$ cat src/rtl/game_ctrl_if.sv
// Move request handshake between a player-input requester and the game controller.
// The requester holds move_valid until it sees move_ack or move_err.
interface game_ctrl_if;
    logic       move_valid;
    logic       move_player;
    logic [3:0] move_pos;
    logic       move_ack;
    logic       move_err;

    modport master (
        output move_valid, move_player, move_pos,
        input  move_ack, move_err
    );

    modport slave (
        input  move_valid, move_player, move_pos,
        output move_ack, move_err
    );
endinterface

$ cat src/rtl/game_ctrl.sv
// Tic-tac-toe referee: validates moves, keeps the board, detects win/draw, forfeits idle turns.
//  state   | meaning
//  S_TURN  | waiting for the current player's move; turn timer running
//  S_CHECK | one cycle evaluating the board of the player who just moved
//  S_OVER  | game decided; board and result frozen until new_game
module game_ctrl #(
    parameter int FIRST_PLAYER   = 0,
    parameter int TIMEOUT_CYCLES = 50_000_000
) (
    input  logic        clk,
    input  logic        reset_n,
    input  logic        new_game,
    game_ctrl_if.slave  mv,
    output logic [8:0]  purp,
    output logic [8:0]  gold,
    output logic        turn,
    output logic        timeout,
    output logic        game_over,
    output logic [1:0]  winner,
    output logic [8:0]  win_line
);

    localparam int TW = (TIMEOUT_CYCLES > 2) ? $clog2(TIMEOUT_CYCLES) : 1;
    localparam logic [TW-1:0] T_LAST = TW'(TIMEOUT_CYCLES - 1);
    localparam logic FP = 1'(FIRST_PLAYER);

    // Ordered so that the lowest index wins when several lines complete at once.
    localparam logic [8:0] LINES [8] = '{9'h007, 9'h038, 9'h1C0, 9'h049,
                                         9'h092, 9'h124, 9'h111, 9'h054};

    typedef enum logic [1:0] {S_TURN, S_CHECK, S_OVER} state_t;

    state_t        state, state_nxt;
    logic [8:0]    purp_nxt, gold_nxt, win_line_nxt;
    logic [1:0]    winner_nxt;
    logic          turn_nxt, ack_q, ack_nxt, err_q, err_nxt, to_nxt;
    logic [3:0]    cnt, cnt_nxt;
    logic [TW-1:0] timer, timer_nxt;

    logic [8:0]    mover_brd, pos_mask, hit_mask;
    logic          hit, legal, expired;

    assign mv.move_ack = ack_q;
    assign mv.move_err = err_q;
    assign game_over   = (state == S_OVER);

    assign mover_brd = turn ? gold : purp;
    assign pos_mask  = 9'd1 << mv.move_pos;
    assign expired   = (timer == T_LAST);
    // A request is not re-judged while its previous rejection is still on the bus.
    assign legal     = mv.move_valid && !err_q && (mv.move_player == turn) &&
                       (mv.move_pos <= 4'd8) && (((purp | gold) & pos_mask) == 9'd0);

    always_comb begin
        hit      = 1'b0;
        hit_mask = '0;
        for (int i = 7; i >= 0; i--) begin
            if ((mover_brd & LINES[i]) == LINES[i]) begin
                hit      = 1'b1;
                hit_mask = LINES[i];
            end
        end
    end

    always_comb begin
        state_nxt    = state;
        purp_nxt     = purp;
        gold_nxt     = gold;
        turn_nxt     = turn;
        cnt_nxt      = cnt;
        winner_nxt   = winner;
        win_line_nxt = win_line;
        timer_nxt    = '0;
        ack_nxt      = 1'b0;
        err_nxt      = 1'b0;
        to_nxt       = 1'b0;
        if (new_game) begin
            state_nxt    = S_TURN;
            purp_nxt     = '0;
            gold_nxt     = '0;
            turn_nxt     = FP;
            cnt_nxt      = '0;
            winner_nxt   = '0;
            win_line_nxt = '0;
        end else begin
            case (state)
                S_TURN: begin
                    if (legal) begin
                        if (turn) gold_nxt = gold | pos_mask;
                        else      purp_nxt = purp | pos_mask;
                        cnt_nxt   = cnt + 4'd1;
                        ack_nxt   = 1'b1;
                        state_nxt = S_CHECK;
                    end else if (expired) begin
                        turn_nxt = ~turn;
                        to_nxt   = 1'b1;
                    end else begin
                        timer_nxt = timer + TW'(1);
                        err_nxt   = mv.move_valid && !err_q;
                    end
                end
                S_CHECK: begin
                    if (hit) begin
                        winner_nxt   = turn ? 2'b10 : 2'b01;
                        win_line_nxt = hit_mask;
                        state_nxt    = S_OVER;
                    end else if (cnt == 4'd9) begin
                        winner_nxt   = 2'b11;
                        win_line_nxt = '0;
                        state_nxt    = S_OVER;
                    end else begin
                        turn_nxt  = ~turn;
                        state_nxt = S_TURN;
                    end
                end
                S_OVER:  state_nxt = S_OVER;
                default: state_nxt = S_TURN;
            endcase
        end
    end

    always_ff @(posedge clk or negedge reset_n) begin
        if (!reset_n) begin
            state    <= S_TURN;
            purp     <= '0;
            gold     <= '0;
            turn     <= FP;
            cnt      <= '0;
            timer    <= '0;
            ack_q    <= 1'b0;
            err_q    <= 1'b0;
            timeout  <= 1'b0;
            winner   <= '0;
            win_line <= '0;
        end else begin
            state    <= state_nxt;
            purp     <= purp_nxt;
            gold     <= gold_nxt;
            turn     <= turn_nxt;
            cnt      <= cnt_nxt;
            timer    <= timer_nxt;
            ack_q    <= ack_nxt;
            err_q    <= err_nxt;
            timeout  <= to_nxt;
            winner   <= winner_nxt;
            win_line <= win_line_nxt;
        end
    end

endmodule

$ cat src/flat_wrapper.sv
// flat-port wrapper written by rule: the top's interface ports become plain ports
module game_ctrl_flat 
#(
    parameter int FIRST_PLAYER   = 0,
    parameter int TIMEOUT_CYCLES = 50_000_000
)
  (clk, reset_n, new_game, purp, gold, turn, timeout, game_over, winner, win_line, mv_move_valid, mv_move_player, mv_move_pos, mv_move_ack, mv_move_err);
  game_ctrl_if mv_i ();
  input  logic clk;
  input  logic reset_n;
  input  logic new_game;
  output logic [8:0] purp;
  output logic [8:0] gold;
  output logic turn;
  output logic timeout;
  output logic game_over;
  output logic [1:0] winner;
  output logic [8:0] win_line;
  input wire logic [$bits(mv_i.move_valid)-1:0] mv_move_valid;
  input wire logic [$bits(mv_i.move_player)-1:0] mv_move_player;
  input wire logic [$bits(mv_i.move_pos)-1:0] mv_move_pos;
  output wire logic [$bits(mv_i.move_ack)-1:0] mv_move_ack;
  output wire logic [$bits(mv_i.move_err)-1:0] mv_move_err;
  assign mv_i.move_valid = mv_move_valid;
  assign mv_i.move_player = mv_move_player;
  assign mv_i.move_pos = mv_move_pos;
  assign mv_move_ack = mv_i.move_ack;
  assign mv_move_err = mv_i.move_err;
  game_ctrl #(.FIRST_PLAYER(FIRST_PLAYER), .TIMEOUT_CYCLES(TIMEOUT_CYCLES)) u_core (.clk(clk), .reset_n(reset_n), .new_game(new_game), .mv(mv_i), .purp(purp), .gold(gold), .turn(turn), .timeout(timeout), .game_over(game_over), .winner(winner), .win_line(win_line));
endmodule
$ cat config.mk
export PLATFORM = sky130hd
export DESIGN_NAME = game_ctrl_flat
export DESIGN_NICKNAME = d
export VERILOG_FILES = /design/src/rtl/game_ctrl_if.sv /design/src/rtl/game_ctrl.sv /design/src/flat_wrapper.sv
export SDC_FILE = /design/constraint.sdc
export NUM_CORES = 1
export LEC_CHECK = 0
export CAP_MARGIN = 30
export CELL_PAD_IN_SITES_DETAIL_PLACEMENT = 1
export CELL_PAD_IN_SITES_GLOBAL_PLACEMENT = 1
export CORE_ASPECT_RATIO = 1.25
export CORE_UTILIZATION = 44
export CTS_BUF_LIST = sky130_fd_sc_hd__clkbuf_16
export DETAILED_ROUTE_END_ITERATION = 12
export HOLD_SLACK_MARGIN = 0.08
export PLACE_DENSITY_LB_ADDON = 0.1
export RECOVER_POWER = 50
export SLEW_MARGIN = 20
export SYNTH_ARGS = -nofsm -noshare
export SYNTH_HDL_FRONTEND = slang
export SYNTH_SLANG_ARGS = --single-unit
$ cat constraint.sdc
create_clock -name clk -period 3.4 [get_ports clk]
set_clock_uncertainty 0.15 [all_clocks]
set_input_delay 0.34 -clock clk [delete_from_list [all_inputs] [get_ports clk]]
set_output_delay 0.34 -clock clk [all_outputs]
set_load 0.005 [all_outputs]
# --- Word-level counts from Yosys, hierarchy flattened ---
# Cells that the tools add are included.
# W data, S select, Z words.
classes:
  addsub: 2
  magnitude_cmp: 1
  n_eq_ne: 19
  n_shift: 1
  muxes: 63
  bitwise_logic: 5
  reduce_logical: 18
ops:
  columns: ["operator", "n"]
  rows:
  - ["$mux W9", 20]
  - ["$mux W26", 4]
  - ["$or A9 B9 Y9", 3]
  - ["$add A26 B1 Y26 const B", 1]
  - ["$eq A26 B26 Y1 const B", 1]
  - ["$eq A3 B3 Y1 const B", 8]
  - ["$mux W1", 24]
  - ["$mux W2", 9]
  - ["$mux W4", 3]
  - ["$and A9 B9 Y9", 1]
  - ["$logic_not A9 Y1", 1]
  - ["$ne A3 B3 Y1 const B", 3]
  - ["$shl A1 B4 Y9 const A", 1]
  - ["$reduce_bool A2 Y1", 4]
  - ["$mux W7", 1]
  - ["$ne A3 B2 Y1 const B", 2]
  - ["$pmux W2 S3", 1]
  - ["$reduce_and A3 Y1", 2]
  - ["$reduce_bool A3 Y1", 2]
  - ["$reduce_and A5 Y1", 1]
  - ["$add A4 B1 Y4 const B", 1]
  - ["$eq A4 B4 Y1 const B", 1]
  - ["$le A4 B4 Y1 const B", 1]
  - ["$logic_and A1 B1 Y1", 4]
  - ["other kinds (9)", 10]
word_totals:
  reg_bits: 65
  elab_cells: 120

# --- Logic depth before layout (Yosys ltp) ---
logic_depth:
  word_depth: 13
  depth_mapped: 9
  ltp_nobuf: 7

# --- Least setup slack after synthesis ---
# No wires, ideal clock.
synth_timing:
  path_kind: "register to register"
  start: "reg u_core.turn"
  end: "reg u_core.turn"
  setup_time_ns: 0.128
  arrival_ns: 2.043
  required_ns: 3.122
  path_slack_ns: 1.079
  path_stages_with_launch: 9
  n_path_buf: 2
  cell_sequence: "dfrtp_1 > buf_6 > buf_6 > a32oi_1 > a21oi_2 > nor4_2 > nand3_1 > a21oi_1 > mux2_1"
synth_via:
  elab_chain_cells: 12
synth_lines:
  columns: ["item", "line_no", "rtl"]
  rows:
  - ["start: declaration", "game_ctrl.sv:16", "output logic turn,"]
  - ["start signal: assignment", "game_ctrl.sv:139", "turn <= turn_nxt;"]
  - ["$mux W9", "game_ctrl.sv:47", "assign mover_brd = turn ? gold : purp;"]
  - ["$eq A3 B3 Y1", "game_ctrl.sv:58", "if ((mover_brd & LINES[i]) == LINES[i]) begin"]
  - ["$mux W1 (8 in series)", "game_ctrl.sv:58", null]
  - ["$ne A3 B3 Y1 (no source line)", null, null]
  - ["$reduce_and A5 Y1 (no source line)", null, null]
# Parallel ways exist; a longest one is shown, timed or not. The select of a mux whose other input is x is not followed.
# A chain may end at the register's enable or synchronous reset.

# --- Worst setup path in the final report ---
layout_timing:
  start: "reg u_core.turn"
  end: "reg u_core.win_line[7]"
layout_via:
  elab_chain_cells: 13
layout_lines:
  columns: ["item", "line_no", "rtl"]
  rows:
  - ["$mux W9 (*)", "game_ctrl.sv:47", null]
  - ["$eq A3 B3 Y1", "game_ctrl.sv:58", null]
  - ["$mux W1 (8 in series)", "game_ctrl.sv:58", null]
  - ["$mux W9", "game_ctrl.sv:103", "if (hit) begin"]
  - ["$mux W9", "game_ctrl.sv:86", "case (state)"]
  - ["$mux W9", "game_ctrl.sv:77", "if (new_game) begin"]
  - ["end signal: assignment", "game_ctrl.sv:146", "win_line <= win_line_nxt;"]
  - ["end: declaration", "game_ctrl.sv:20", "output logic [8:0] win_line"]
# Every way passes the cells marked *; elsewhere a longest branch is shown, timed or not. The select of a mux whose other input is x is not followed.

==> impl_results.md <==
- Outcome: finished with violations
- Failing checks: capacitance limit, slew limit
- Critical Path Sink Type: register
- All-Layer GR Usage: 0.230
- Critical setup path kind: reg -> reg
- Post-CTS Setup Bufs: 0
- Crit start category: register
- CTS tree: built
- RSZ-0062 raised after global routing: no
- Yosys cell types: 57
- Reg2Reg Setup Slack: 340 ps
- Syn_area_per_cell: 9.48 um2
- Clock buffer depth: 2
- R2R Path End: u_core.win_line[7]
- Via count: 2814
- Max Fclk: 0.327 GHz
- Critical path's largest stage delay: 800 ps
- Core area: 0.00740 mm2
- Initial DRC count: 94
- Initial Utilization: 0.459
- Measured slew at the worst slew-check pin: 1610 ps
- Synth Register Bits: 65
- TritonCTS Buffers: 9
- Largest net degree at the start of global routing: 66
- Predominant post-synthesis flop cell: dfrtp_1
- CP arrival: 3090 ps
- Post-synth EDFFs: 0
- Cell family with most CP delay: compound AO/OA/AOI/OAI gates
- Max Cap Violations: 1
- Area occupied by multi-input gates: 0.00161 mm2
- Worst-path cell chain: mux2i_2, a21oi_1, or4b_4, o32ai_4, o31ai_1
- Sequential area share after synthesis: 0.479
- Setup TNS: 0 ps
- Root buf cell: clkbuf_16
- FFs w/ async S/R, synth: 1.00
- Initial antenna violation count: 0
- Post-DRT Antenna Nets: 0
- Residual DRC: 0
- Die height: 100 um
- Syn Inst Count: 358
- R2R cell count: 5
- Critical Path RT: 3430 ps
- WL per Instance: 16.8 um
- GPL Wtd Cong: 0.847
- Final Hold Fails: 0
- Slew margin rel.: -0.0754
- Synth Warn #: 0
- Share of layout cells above drive strength 1: 0.0803
- Slowest CP cell: dfrtp_1
- Register area: 0.00163 mm2
- Worst Hold Path EP: u_core.mv.move_err
- Path type of the worst min-delay path: reg -> reg
- Worst-path fanout max: 18
- Antenna diodes: 0
- PwrDens: 421 mW/mm2
- Max-slew violations: 66
- Clock sink count: 65
- Vias in the first global route: 2873
- Worst skew pair latency: 330 ps
- Die area: 0.00807 mm2
- Synthesized area: 0.00339 mm2
- Period utilization: 0.900
- Final min period: 3060 ps
- Synth-to-Final Area Change: 23.1%
- CTS H-Tree Depth: 3
- Worst R2R Start: u_core.turn
- DRT Pass-1 Iters: 4
- Overall power: 1760 uW
- HP Start: u_core.mv.move_err
- Die W: 80.6 um
- Core Rows: 35
- # fillers: 847
- Port Buffer Count: 42
- Gr ovfl total: 0
- Nets: 419
- CTS clk-pin slew, worst paths: 50 ps
- Final setup vio count: 0
- Hold depth: 1
- Post-DP HPWL: 6100 um
- Detailed-route wire length: 8450 um
- Syn nets: 370
- Worst Path Buf+Inv: 0
- Pleak: 0.00175 uW
- Post-DR vias/cell: 5.59
- First-pass GRT wire length: 14100 um
- Num ports: 43
- Max VDD drop: 319 uV
-- worst reg2reg max path, stage by stage (launching register included) --
cell and delay (ps):
dfrtp_1 800, mux2i_2 620, a21oi_1 160, or4b_4 530, o32ai_4 500, o31ai_1 160
-- routing by layer --
layer | global-route usage | vias up | wire (um)
met1 | 0.272 | 1393 | 3600
met2 | 0.410 | 44 | 4510
met5 | 0 | - | 0
li1 | - | 1363 | -
met3 | 0.0373 | 14 | 187
met4 | 0.0879 | 0 | 153
-- cells by family (layout without fill, tap and decap cells) --
kind of cell	count (synthesis)	in the layout	share of synthesized area
compound gates	69	69	0.143
flops	65	65	0.479
mux	3	3	0.0103
xor+xnor	25	25	0.0645
buf+inv	36	89	0.0475
simple gates	157	157	0.244
fa+ha+maj	3	3	0.0111
-- flip-flops by register name, indices dropped and copies added, names as in the netlist --
register,count
u_core.mv.move_ack,1
u_core.timeout,1
u_core.timer,26
u_core.state,2
u_core.purp,9
u_core.turn,1
u_core.cnt,4
u_core.win_line,9
u_core.winner,2
u_core.gold,9
u_core.mv.move_err,1
-- how the worst max path moves through the flow --
stage | startpoint | endpoint | slack, ps | cells past startpoint
floorplan | u_core.turn | u_core.turn | 1080 | 8
global placement | u_core.turn | u_core.win_line[6] | 410 | 5
detailed placement | u_core.turn | u_core.win_line[3] | 330 | 5
CTS | u_core.turn | u_core.win_line[3] | 320 | 5
global route | u_core.turn | u_core.win_line[6] | 160 | 6
finish | u_core.turn | u_core.win_line[7] | 340 | 5
-- report_power, final --
| group | internal [uW] | switching [uW] | leakage (uW) |
|---|---|---|---|
| logic | 33.8 | 59.8 | 0.000705 |
| registers | 782 | 11.4 | 0.000905 |
| clock network | 552 | 321 | 0.000141 |
| total | 1370 | 392 | 0.00175 |
-- stage by stage --
step	worst slack (ps)	cells	hold WS [ps]	utilization	cell area (um2)
2_1_floorplan	1080	358	-106	-	3390
3_3_place_gp	408	487	233	0.528	3910
3_5_place_dp	331	487	238	0.528	3910
4_1_cts	325	503	319	0.567	4190
5_1_grt	158	503	343	0.565	4180
6_report	340	503	310	0.565	4180
-- layout make-up --
class	instances	share of cell area
clock buffer	9	0.0539
clock inverter	6	0.0123
inverter	27	0.0243
multi-input combinational	257	0.384
sequential	65	0.389
tap	92	0.0275
timing repair buffer	47	0.108
-- cell usage after synthesis (all sizes together), types with 2 or more instances --
cell | number | area, um2
dfrtp | 65 | 1630
nor2 | 54 | 203
nand2 | 28 | 105
inv | 27 | 101
o22ai | 21 | 131
xor2 | 19 | 166
nand3 | 18 | 95.1
o21ai | 14 | 70.1
a21oi | 13 | 72.6
and3 | 7 | 43.8
nor3 | 7 | 40.0
buf | 6 | 48.8
nand2b | 6 | 37.5
nand4 | 6 | 37.5
xnor2 | 6 | 52.6
nor4 | 5 | 43.8
o31ai | 5 | 42.5
and4 | 4 | 35.0
or4b | 4 | 43.8
a31oi | 3 | 33.8
clkbuf | 3 | 11.3
ha | 3 | 37.5
nor2b | 3 | 18.8
o31a | 3 | 26.3
or3 | 3 | 18.8
or4bb | 3 | 33.8
a211oi | 2 | 15.0
a32oi | 2 | 25.0
mux2i | 2 | 23.8
nor3b | 2 | 20.0
or2 | 2 | 12.5
-- layout by cell type, fill, tap and decap left out, types with 3 or more instances in the layout --
cell	count
a21oi_1	11
and3_1	7
and4_1	4
buf_4	3
clkbuf_16	9
clkdlybuf4s50_1	24
dfrtp_1	65
dlygate4sd3_1	18
ha_1	3
inv_1	28
nand2_1	28
nand2b_1	6
nand3_1	17
nand4_1	6
nor2_1	54
nor2b_1	3
nor3_1	6
nor4_1	3
o21ai_0	6
o21ai_1	8
o22ai_1	21
o31a_1	3
o31ai_1	4
or3_1	3
or4bb_1	3
xnor2_1	6
xor2_1	19
-- timing repair --
item / in CTS / in global routing
resized for setup: 0 / 0
hold buffers: 1 / 0
hold endpoints to repair: 65 / 0
Power figures use the tool's default switching activity.
